## src/rtl/cricket_pkg.sv

```systemverilog
// Shared types and constants for the ball-tracking path.
package cricket_pkg;

    localparam int unsigned CNT_W      = 8;
    localparam int unsigned NUM_BTN    = 4;
    localparam int unsigned BTN_LEGAL  = 0;
    localparam int unsigned BTN_WIDE   = 1;
    localparam int unsigned BTN_NOBALL = 2;
    localparam int unsigned BTN_DEAD   = 3;

    localparam logic [1:0] EXTRA_NONE   = 2'b00;
    localparam logic [1:0] EXTRA_WIDE   = 2'b01;
    localparam logic [1:0] EXTRA_NOBALL = 2'b10;

    typedef enum logic [2:0] {
        EV_NONE,
        EV_LEGAL,
        EV_WIDE,
        EV_NOBALL,
        EV_DEAD
    } umpire_event_t;

    typedef enum logic {
        ST_IDLE,
        ST_LOCKOUT
    } umpire_state_t;

    // Same-cycle presses resolve dead > no-ball > wide > legal.
    function automatic umpire_event_t decode_event(input logic [NUM_BTN-1:0] press);
        umpire_event_t ev;
        ev = EV_NONE;
        if (press[BTN_DEAD])
            ev = EV_DEAD;
        else if (press[BTN_NOBALL])
            ev = EV_NOBALL;
        else if (press[BTN_WIDE])
            ev = EV_WIDE;
        else if (press[BTN_LEGAL])
            ev = EV_LEGAL;
        return ev;
    endfunction

endpackage

```

## src/rtl/button_debouncer.sv

```systemverilog
// One pushbutton front end: 2-flop synchronizer, stable-count debouncer and
// registered rising-edge detect.
module button_debouncer
    import cricket_pkg::*;
#(
    parameter int unsigned DEBOUNCE_CYCLES = 4
) (
    input  logic clk,
    input  logic reset,
    input  logic btn,
    output logic level,
    output logic press
);

    localparam logic [CNT_W-1:0] CNT_LAST = CNT_W'(DEBOUNCE_CYCLES - 1);

    logic             sync1;
    logic             sync2;
    logic             level_d;
    logic [CNT_W-1:0] cnt;

    always_ff @(posedge clk or negedge reset) begin
        if (!reset) begin
            sync1   <= 1'b0;
            sync2   <= 1'b0;
            level   <= 1'b0;
            level_d <= 1'b0;
            press   <= 1'b0;
            cnt     <= '0;
        end else begin
            sync1   <= btn;
            sync2   <= sync1;
            level_d <= level;
            press   <= level & ~level_d;
            // Count only while the synchronized value disagrees; any bounce restarts.
            if (sync2 != level) begin
                if (cnt == CNT_LAST) begin
                    level <= sync2;
                    cnt   <= '0;
                end else begin
                    cnt <= cnt + CNT_W'(1);
                end
            end else begin
                cnt <= '0;
            end
        end
    end

endmodule

```

## src/rtl/umpire_signal_encoder.sv

```systemverilog
// Umpire pushbuttons to single-cycle delivery events with post-event lockout.
// Optional UMPIRE_EXTRAS_COUNT_EN adds saturating wide/no-ball counters.
module umpire_signal_encoder
    import cricket_pkg::*;
#(
    parameter int unsigned DEBOUNCE_CYCLES = 4,
    parameter int unsigned GAP_CYCLES      = 8
) (
    input  logic       clk,
    input  logic       reset,
    input  logic       btn_legal,
    input  logic       btn_wide,
    input  logic       btn_noball,
    input  logic       btn_dead,
    output logic       ball_bowled,
    output logic       extra_valid,
    output logic [1:0] extra_type,
    output logic       dead_ball,
    output logic       busy
`ifdef UMPIRE_EXTRAS_COUNT_EN
    ,
    output logic [7:0] wide_count,
    output logic [7:0] noball_count
`endif
);

    localparam logic [CNT_W-1:0] GAP_LAST = CNT_W'(GAP_CYCLES - 1);

    logic [NUM_BTN-1:0] btn_raw;
    logic [NUM_BTN-1:0] level;
    logic [NUM_BTN-1:0] press;

    umpire_state_t    state;
    umpire_state_t    state_next;
    logic [CNT_W-1:0] gap_cnt;
    logic [CNT_W-1:0] gap_next;
    umpire_event_t    ev;

    assign btn_raw = {btn_dead, btn_noball, btn_wide, btn_legal};

    for (genvar g = 0; g < NUM_BTN; g++) begin : g_btn
        button_debouncer #(
            .DEBOUNCE_CYCLES(DEBOUNCE_CYCLES)
        ) u_debouncer (
            .clk  (clk),
            .reset(reset),
            .btn  (btn_raw[g]),
            .level(level[g]),
            .press(press[g])
        );
    end

    // Next-state, gap counter and event decode.
    always_comb begin
        state_next = state;
        gap_next   = gap_cnt;
        ev         = EV_NONE;
        case (state)
            ST_IDLE: begin
                gap_next = '0;
                ev       = decode_event(press);
                if (ev != EV_NONE)
                    state_next = ST_LOCKOUT;
            end
            ST_LOCKOUT: begin
                if (|level) begin
                    gap_next = '0;
                end else if (gap_cnt == GAP_LAST) begin
                    gap_next   = '0;
                    state_next = ST_IDLE;
                end else begin
                    gap_next = gap_cnt + CNT_W'(1);
                end
            end
            default: begin
                state_next = ST_IDLE;
                gap_next   = '0;
            end
        endcase
    end

    always_ff @(posedge clk or negedge reset) begin
        if (!reset) begin
            state       <= ST_IDLE;
            gap_cnt     <= '0;
            ball_bowled <= 1'b0;
            extra_valid <= 1'b0;
            extra_type  <= EXTRA_NONE;
            dead_ball   <= 1'b0;
            busy        <= 1'b0;
        end else begin
            state       <= state_next;
            gap_cnt     <= gap_next;
            ball_bowled <= (ev == EV_LEGAL);
            extra_valid <= (ev == EV_WIDE) || (ev == EV_NOBALL);
            extra_type  <= (ev == EV_WIDE)   ? EXTRA_WIDE   :
                           (ev == EV_NOBALL) ? EXTRA_NOBALL : EXTRA_NONE;
            dead_ball   <= (ev == EV_DEAD);
            busy        <= (state_next == ST_LOCKOUT);
        end
    end

`ifdef UMPIRE_EXTRAS_COUNT_EN
    // Extras tallies saturate; only reset clears them.
    always_ff @(posedge clk or negedge reset) begin
        if (!reset) begin
            wide_count   <= '0;
            noball_count <= '0;
        end else begin
            if ((ev == EV_WIDE) && (wide_count != 8'hFF))
                wide_count <= wide_count + 8'd1;
            if ((ev == EV_NOBALL) && (noball_count != 8'hFF))
                noball_count <= noball_count + 8'd1;
        end
    end
`endif

endmodule

```

## config.mk

```make
export PLATFORM = sky130hd
export DESIGN_NAME = umpire_signal_encoder
export DESIGN_NICKNAME = d
export VERILOG_FILES = /design/src/rtl/cricket_pkg.sv /design/src/rtl/button_debouncer.sv /design/src/rtl/umpire_signal_encoder.sv
export SDC_FILE = /design/constraint.sdc
export NUM_CORES = 1
export LEC_CHECK = 0
export ABC_CLOCK_PERIOD_IN_PS = 2500
export CAP_MARGIN = 20
export CORE_ASPECT_RATIO = 0.7
export CORE_MARGIN = 10
export CORE_UTILIZATION = 55
export CTS_BUF_LIST = sky130_fd_sc_hd__clkbuf_16
export DETAILED_ROUTE_END_ITERATION = 8
export PLACE_DENSITY = 0.83
export RECOVER_POWER = 50
export SETUP_SLACK_MARGIN = 0.3
export SLEW_MARGIN = 20
export SYNTH_ARGS = -nofsm -noshare
export SYNTH_HDL_FRONTEND = slang
export SYNTH_SLANG_ARGS = --single-unit
```

## constraint.sdc

```tcl
create_clock -name clk -period 2.5 [get_ports clk]
set_clock_uncertainty 0.1 [all_clocks]
set_input_delay 0.5 -clock clk [delete_from_list [all_inputs] [get_ports clk]]
set_output_delay 0.5 -clock clk [all_outputs]
set_load 0.01 [all_outputs]
```

---- Word level (Yosys, flattened, before mapping) ----
Cells that the tools add are included.
cells by class
  reduce and logical (&&, ||, !) cells .... 7
  add/subtract/negate cells ............... 5
  eq/ne operators ......................... 13
  muxes and demuxes ....................... 23
  bitwise gates (word level) .............. 9
operator list
  kind                                           number
  2-to-1 mux 8 bit                               10
  adder 8 x 1 -> 8 bit, second input constant    5
  == test 8 x 2 -> 1 bit, second input constant  4
  one-hot mux 8 bit (2 select lines)             1
  2-to-1 mux 3 bit                               3
  == test 8 x 3 -> 1 bit, second input constant  1
  2-to-1 mux 2 bit                               4
  AND reduction 2 bit                            4
  == test 3 x 2 -> 1 bit, second input constant  2
  inverter 1 bit                                 5
  AND 1 bit                                      4
  2-to-1 mux 1 bit                               4
  != test 1 bit                                  4
  OR reduction 4 bit                             1
  == test 3 x 1 -> 1 bit, second input constant  1
  == test 3 bit, second input constant           1
  nonzero test 3 bit                             1
  one-hot mux 1 bit (2 select lines)             1
  logical OR 1 bit                               1
word-level totals
  bits in registers ....................... 66
  output and inout bits ................... 6
  word-level logic and storage cells ...... 87
  input port bits ......................... 6

---- Depth between registers and ports, before layout ----
  depth after elaboration ................. 9
  depth in mapped cells ................... 4
  gate-level depth less buffers ........... 4

---- By module ----
Synthesis repeated with hierarchy kept, for this count alone.
unflattened totals
  cells, all modules ...................... 239
  area, all modules ....................... 2,796.4 um^2
modules (own cells, without submodules)
  module                 area each (um^2)  instances  cells an instance  seq. area each (um^2)
  button_debouncer       549.3             4          47                 325.3
  umpire_signal_encoder  599.3             1          51                 350.3

---- Worst setup path before layout ----
Ideal clock, no wire load.
  path type ............................... flip-flop to flip-flop
  from .................................... reg g_btn[0].u_debouncer.cnt[0]
  to ...................................... reg g_btn[0].u_debouncer.level
  cell stages (with the launch flop) ...... 5
  arrival ................................. 1.565 ns
  data required time ...................... 2.272 ns
  path buffers ............................ 0
  slack ................................... 0.707 ns
  clock period less this slack ............ 1.793 ns
  library setup time ...................... 0.128 ns
  cell sequence ........................... dfrtp_1 > ha_1 > or4b_4 > nor4_2 > mux2_1
between the ends
  cells in the longest elaborated chain, start to end .. 2
ends and longest elaborated chain
  element                        line                    text
  start, declared                button_debouncer.sv:20  logic [CNT_W-1:0] cnt;
  start signal, assigned         button_debouncer.sv:41  cnt <= cnt + CNT_W'(1);
  == test 8 x 2 -> 1 bit         button_debouncer.sv:37  if (cnt == CNT_LAST) begin
  AND reduction 2 bit (no line)  n/a
  end signal, assigned           button_debouncer.sv:38  level <= sync2;
  end, declared                  button_debouncer.sv:11  output logic level,
No other way between the ends.
A chain may end at the register's enable or synchronous reset.

---- Final worst setup path ----
  from .................................... reg g_btn[1].u_debouncer.cnt[0]
  to ...................................... reg g_btn[1].u_debouncer.cnt[6]
between the ends
  cells in the longest elaborated chain, start to end .. 3
  elaborated cells on any way between the ends .. 4
  classes of those cells .................. add/sub (1); eq/ne (1); mux (2)
ends and longest elaborated chain
  element                                                                line                                            text
  start, declared                                                        button_debouncer.sv:20
  start signal, assigned                                                 button_debouncer.sv:41
  adder 8 x 1 -> 8 bit / == test 8 x 2 -> 1 bit (equally long branches)  button_debouncer.sv:41, button_debouncer.sv:37
  2-to-1 mux 8 bit *                                                     button_debouncer.sv:37
  2-to-1 mux 8 bit *                                                     button_debouncer.sv:36                          if (sync2 != level) begin
Mark *: on every way between the ends. The rest lies on a longest branch, timed or not.

==> impl_metrics.json <==
{
  "criticalPathCategory": "reg -> reg",
  "final_nets": 271,
  "post_cts.repair.setup_buffers": 0,
  "clock_power_share_pct": 40.5,
  "syn_nets": 250,
  "gr-total-overflow": 0,
  "layout-area-overhead-vs-synth_pct": 17.8,
  "violations_in_the_final_reports": "max-capacitance violations, max-slew violations",
  "htree_levels": 3,
  "multiInputGateArea_um2": 1050,
  "p_per_area_nw_per_um2": 990,
  "power.share.combinational_pct": 15.0,
  "cts_root_buf": "sky130_fd_sc_hd__clkbuf_16",
  "fp.dieW_um": 105,
  "tritoncts.num_buffers": 9,
  "boundaryPins": 12,
  "worstPathRequired_ns": 2.58,
  "placed_area_um2": 2950,
  "final_cell_mix": "sky130_fd_sc_hd__dfrtp_1 (66), sky130_fd_sc_hd__nor2_1 (25), sky130_fd_sc_hd__nand3_1 (19)",
  "worstMarginPinSlew_ns": 1.55,
  "irDropWorstVdd_mv": 0.559,
  "bufs_on_longest_clock_path": 2,
  "place.gp.congestion": 0.856,
  "cts_tree": "done",
  "critical_path.startpoint_type": "register",
  "ctsResizeCount": 0,
  "critPathSlowestCell": "sky130_fd_sc_hd__or4b_4",
  "netlist_area_um2": 2750,
  "drive_gt1_share_pct": 8.75,
  "hpwlAfterDp_mm": 2.99,
  "final_antenna_net_count": 0,
  "io_buffer_count": 11,
  "setup_total_negative_slack_ns": 0,
  "achievable-frequency_mhz": 512,
  "number_of_global_route_vias_before_repair": 1724,
  "finalWorstPathRequiredPeriod_ns": 1.95,
  "layout.filler_cells": 349,
  "crit_path_max_fanout": 8,
  "static-leakage-power_uw": 0.00138,
  "antenna_found_initial": 0,
  "grt_first_pass_wirelength_mm": 7.94,
  "seqPwrFrac_pct": 44.5,
  "drt_first_pass_iters": 4,
  "std_cell_rows": 21,
  "drt_iter0_drc": 65,
  "postCtsHoldBufs": 0,
  "final_min_period_over_clock_period_pct": 78.1,
  "ys_seq_elements": 66,
  "synth_cell_type_count": 33,
  "result_of_the_run": "finished, violations left",
  "post_synth.cell_area_avg_um2": 11.6,
  "post_drt_via_cell_ratio": 5.46,
  "yosys_warnings": 0,
  "critical-path-max-stage-delay_ns": 0.51,
  "synthesis.instances": 238,
  "rsz_0062_raised_after_global_routing": "false",
  "path_cells": "ha_1, or4b_4, o41ai_4, a21oi_1",
  "final_common_cell": "sky130_fd_sc_hd__dfrtp_1",
  "number_of_sinks_handled_by_clock_tree_synthesis": 66,
  "finish.instance_area_um2": 3240,
  "die_area_um2": 8280,
  "endpoint_kind": "register",
  "seqCellArea_um2": 1650,
  "drcViolationCount": 0,
  "grt_util_all_layers_pct": 12.1,
  "detail_route.wirelength_mm": 4.63,
  "starting_utilization_of_the_core_area_pct": 57.2,
  "clk_pin_slew_ns": 0.05,
  "core-area_um2": 4810,
  "internal_reg_to_reg_setup_slack_ns": 0.55,
  "report.final.slew_viol_count": 67,
  "die_height_um": 79.2,
  "dr_total_vias": 1813,
  "internal_power_consumption_uw": 2320,
  "switching_power_total_uw": 890,
  "netSwitchingFraction_pct": 27.7,
  "arrival_ns": 2.03,
  "timing.final.setup_violations": 0,
  "synth_seq_area_share_pct": 60.0,
  "hold_path_class": "reg -> reg",
  "final-hold-violation-count": 0,
  "avgRoutedWirePerCell_um": 13.9,
  "drv_cap": 1,
  "clk_lat_worst_skew_ns": 0.33,
  "largest_net_degree_at_the_start_of_global_routing": 67,
  "antenna-diode-count": 0,
  "relSlewSlack_pct": -3.15
}
-- Yosys cell counts (all sizes together) --
| library cell | count | share of area, % |
|---|---|---|
| a211oi | 1 | 0.27 |
| a21o | 1 | 0.27 |
| a21oi | 14 | 2.5 |
| a31oi | 1 | 0.23 |
| and2 | 1 | 0.23 |
| and3 | 2 | 0.45 |
| and3b | 1 | 0.32 |
| buf | 2 | 0.55 |
| dfrtp | 66 | 60 |
| ha | 6 | 2.7 |
| inv | 9 | 1.2 |
| mux2 | 3 | 1.2 |
| nand2 | 8 | 1.1 |
| nand3 | 19 | 3.5 |
| nand4 | 5 | 1.1 |
| nor2 | 25 | 3.4 |
| nor2b | 5 | 1.1 |
| nor3 | 4 | 0.73 |
| nor3b | 1 | 0.27 |
| nor4 | 3 | 1.1 |
| nor4b | 3 | 0.95 |
| o21ai | 16 | 2.9 |
| o21bai | 1 | 0.41 |
| o31ai | 1 | 0.27 |
| o41ai | 2 | 2.0 |
| or3 | 15 | 3.4 |
| or3b | 1 | 0.32 |
| or4 | 1 | 0.27 |
| or4b | 2 | 1.0 |
| xnor2 | 7 | 2.2 |
| xor2 | 12 | 3.8 |
-- power by group through the flow --
stage,registers [µW],logic [µW],clock network (µW)
6_report,1430,483,1300
4_1_cts,1430,496,1320
3_3_place_gp,1430,472,0
2_1_floorplan,1390,408,0
3_5_place_dp,1440,486,0
5_1_grt,1460,549,1370
-- stage by stage --
| stage | setup WS (ns) | cells | hold WS, ns | util, % | total power [µW] |
|---|---|---|---|---|---|
| 3_3_place_gp | 0.619 | 317 | 0.233 | 61.3 | 1900 |
| 4_1_cts | 0.534 | 332 | 0.0881 | 67.7 | 3250 |
| 5_1_grt | 0.382 | 332 | 0.256 | 67.4 | 3380 |
| 6_report | 0.547 | 332 | 0.245 | 67.4 | 3210 |
| 2_1_floorplan | 0.707 | 238 | 0.104 | - | 1790 |
| 3_5_place_dp | 0.532 | 317 | 0.235 | 61.3 | 1930 |
-- sequential cells by signal, summed over array words and instances, names as in the netlist --
| signal | flops |
|---|---|
| g_btn.u_debouncer.level | 4 |
| extra_type | 2 |
| g_btn.u_debouncer.level_d | 4 |
| g_btn.u_debouncer.press | 4 |
| ball_bowled | 1 |
| g_btn.u_debouncer.sync2 | 4 |
| extra_valid | 1 |
| g_btn.u_debouncer.cnt | 32 |
| dead_ball | 1 |
| state | 1 |
| g_btn.u_debouncer.sync1 | 4 |
| gap_cnt | 8 |
-- routing by layer --
layer | GRT usage [%] | share of wire (%) | routed length (µm) | vias up
met5 | 0 | 0 | 0 | -
met4 | 5.54 | 0.50 | 23 | 0
met3 | 6.37 | 5.4 | 251 | 2
met2 | 17.8 | 45 | 2080 | 35
met1 | 14.4 | 49 | 2270 | 890
li1 | - | - | - | 886
-- final timing paths --
kind | endpoint | from | depth (start not counted)
max | g_btn[1].u_debouncer.cnt[6] | g_btn[1].u_debouncer.cnt[0] | 4
min | g_btn[0].u_debouncer.sync2 | g_btn[0].u_debouncer.sync1 | 0
max reg2reg | g_btn[1].u_debouncer.cnt[6] | g_btn[1].u_debouncer.cnt[0] | 4
min reg2reg | g_btn[0].u_debouncer.sync2 | g_btn[0].u_debouncer.sync1 | 0
max in group asynchronous | g_btn[3].u_debouncer.sync2 | reset | 2
min in group asynchronous | gap_cnt[4] | reset | 2
-- area by class of cell --
| class | instances | area share [%] |
|---|---|---|
| timing repair buffer | 12 | 3.40 |
| inverter | 9 | 1.04 |
| sequential | 66 | 50.9 |
| tap | 69 | 2.66 |
| multi-input combinational | 161 | 32.5 |
| clock buffer | 9 | 6.95 |
| clock inverter | 6 | 2.55 |
-- cells by family (layout without fill, tap and decap cells) --
logic type / Yosys count / after routing / synth area share, %
and+or+nand+nor: 96 / 96 / 19.3
muxes: 3 / 3 / 1.23
xor gates and xnor gates: 19 / 19 / 6.05
buffers and inverters: 11 / 36 / 1.77
AOI/OAI and AO/OA: 37 / 37 / 8.91
DFF: 66 / 66 / 60.0
adders and majority gates: 6 / 6 / 2.73
-- critical path: cells and delay by family, from the launching register on --
kind,cells,cell delay (ns)
AO/OA/AOI/OAI,2,0.54
adder cells (fa/ha/maj),1,0.26
flip-flops,1,0.39
AND/OR/NAND/NOR,1,0.51
Power figures use the tool's default switching activity.
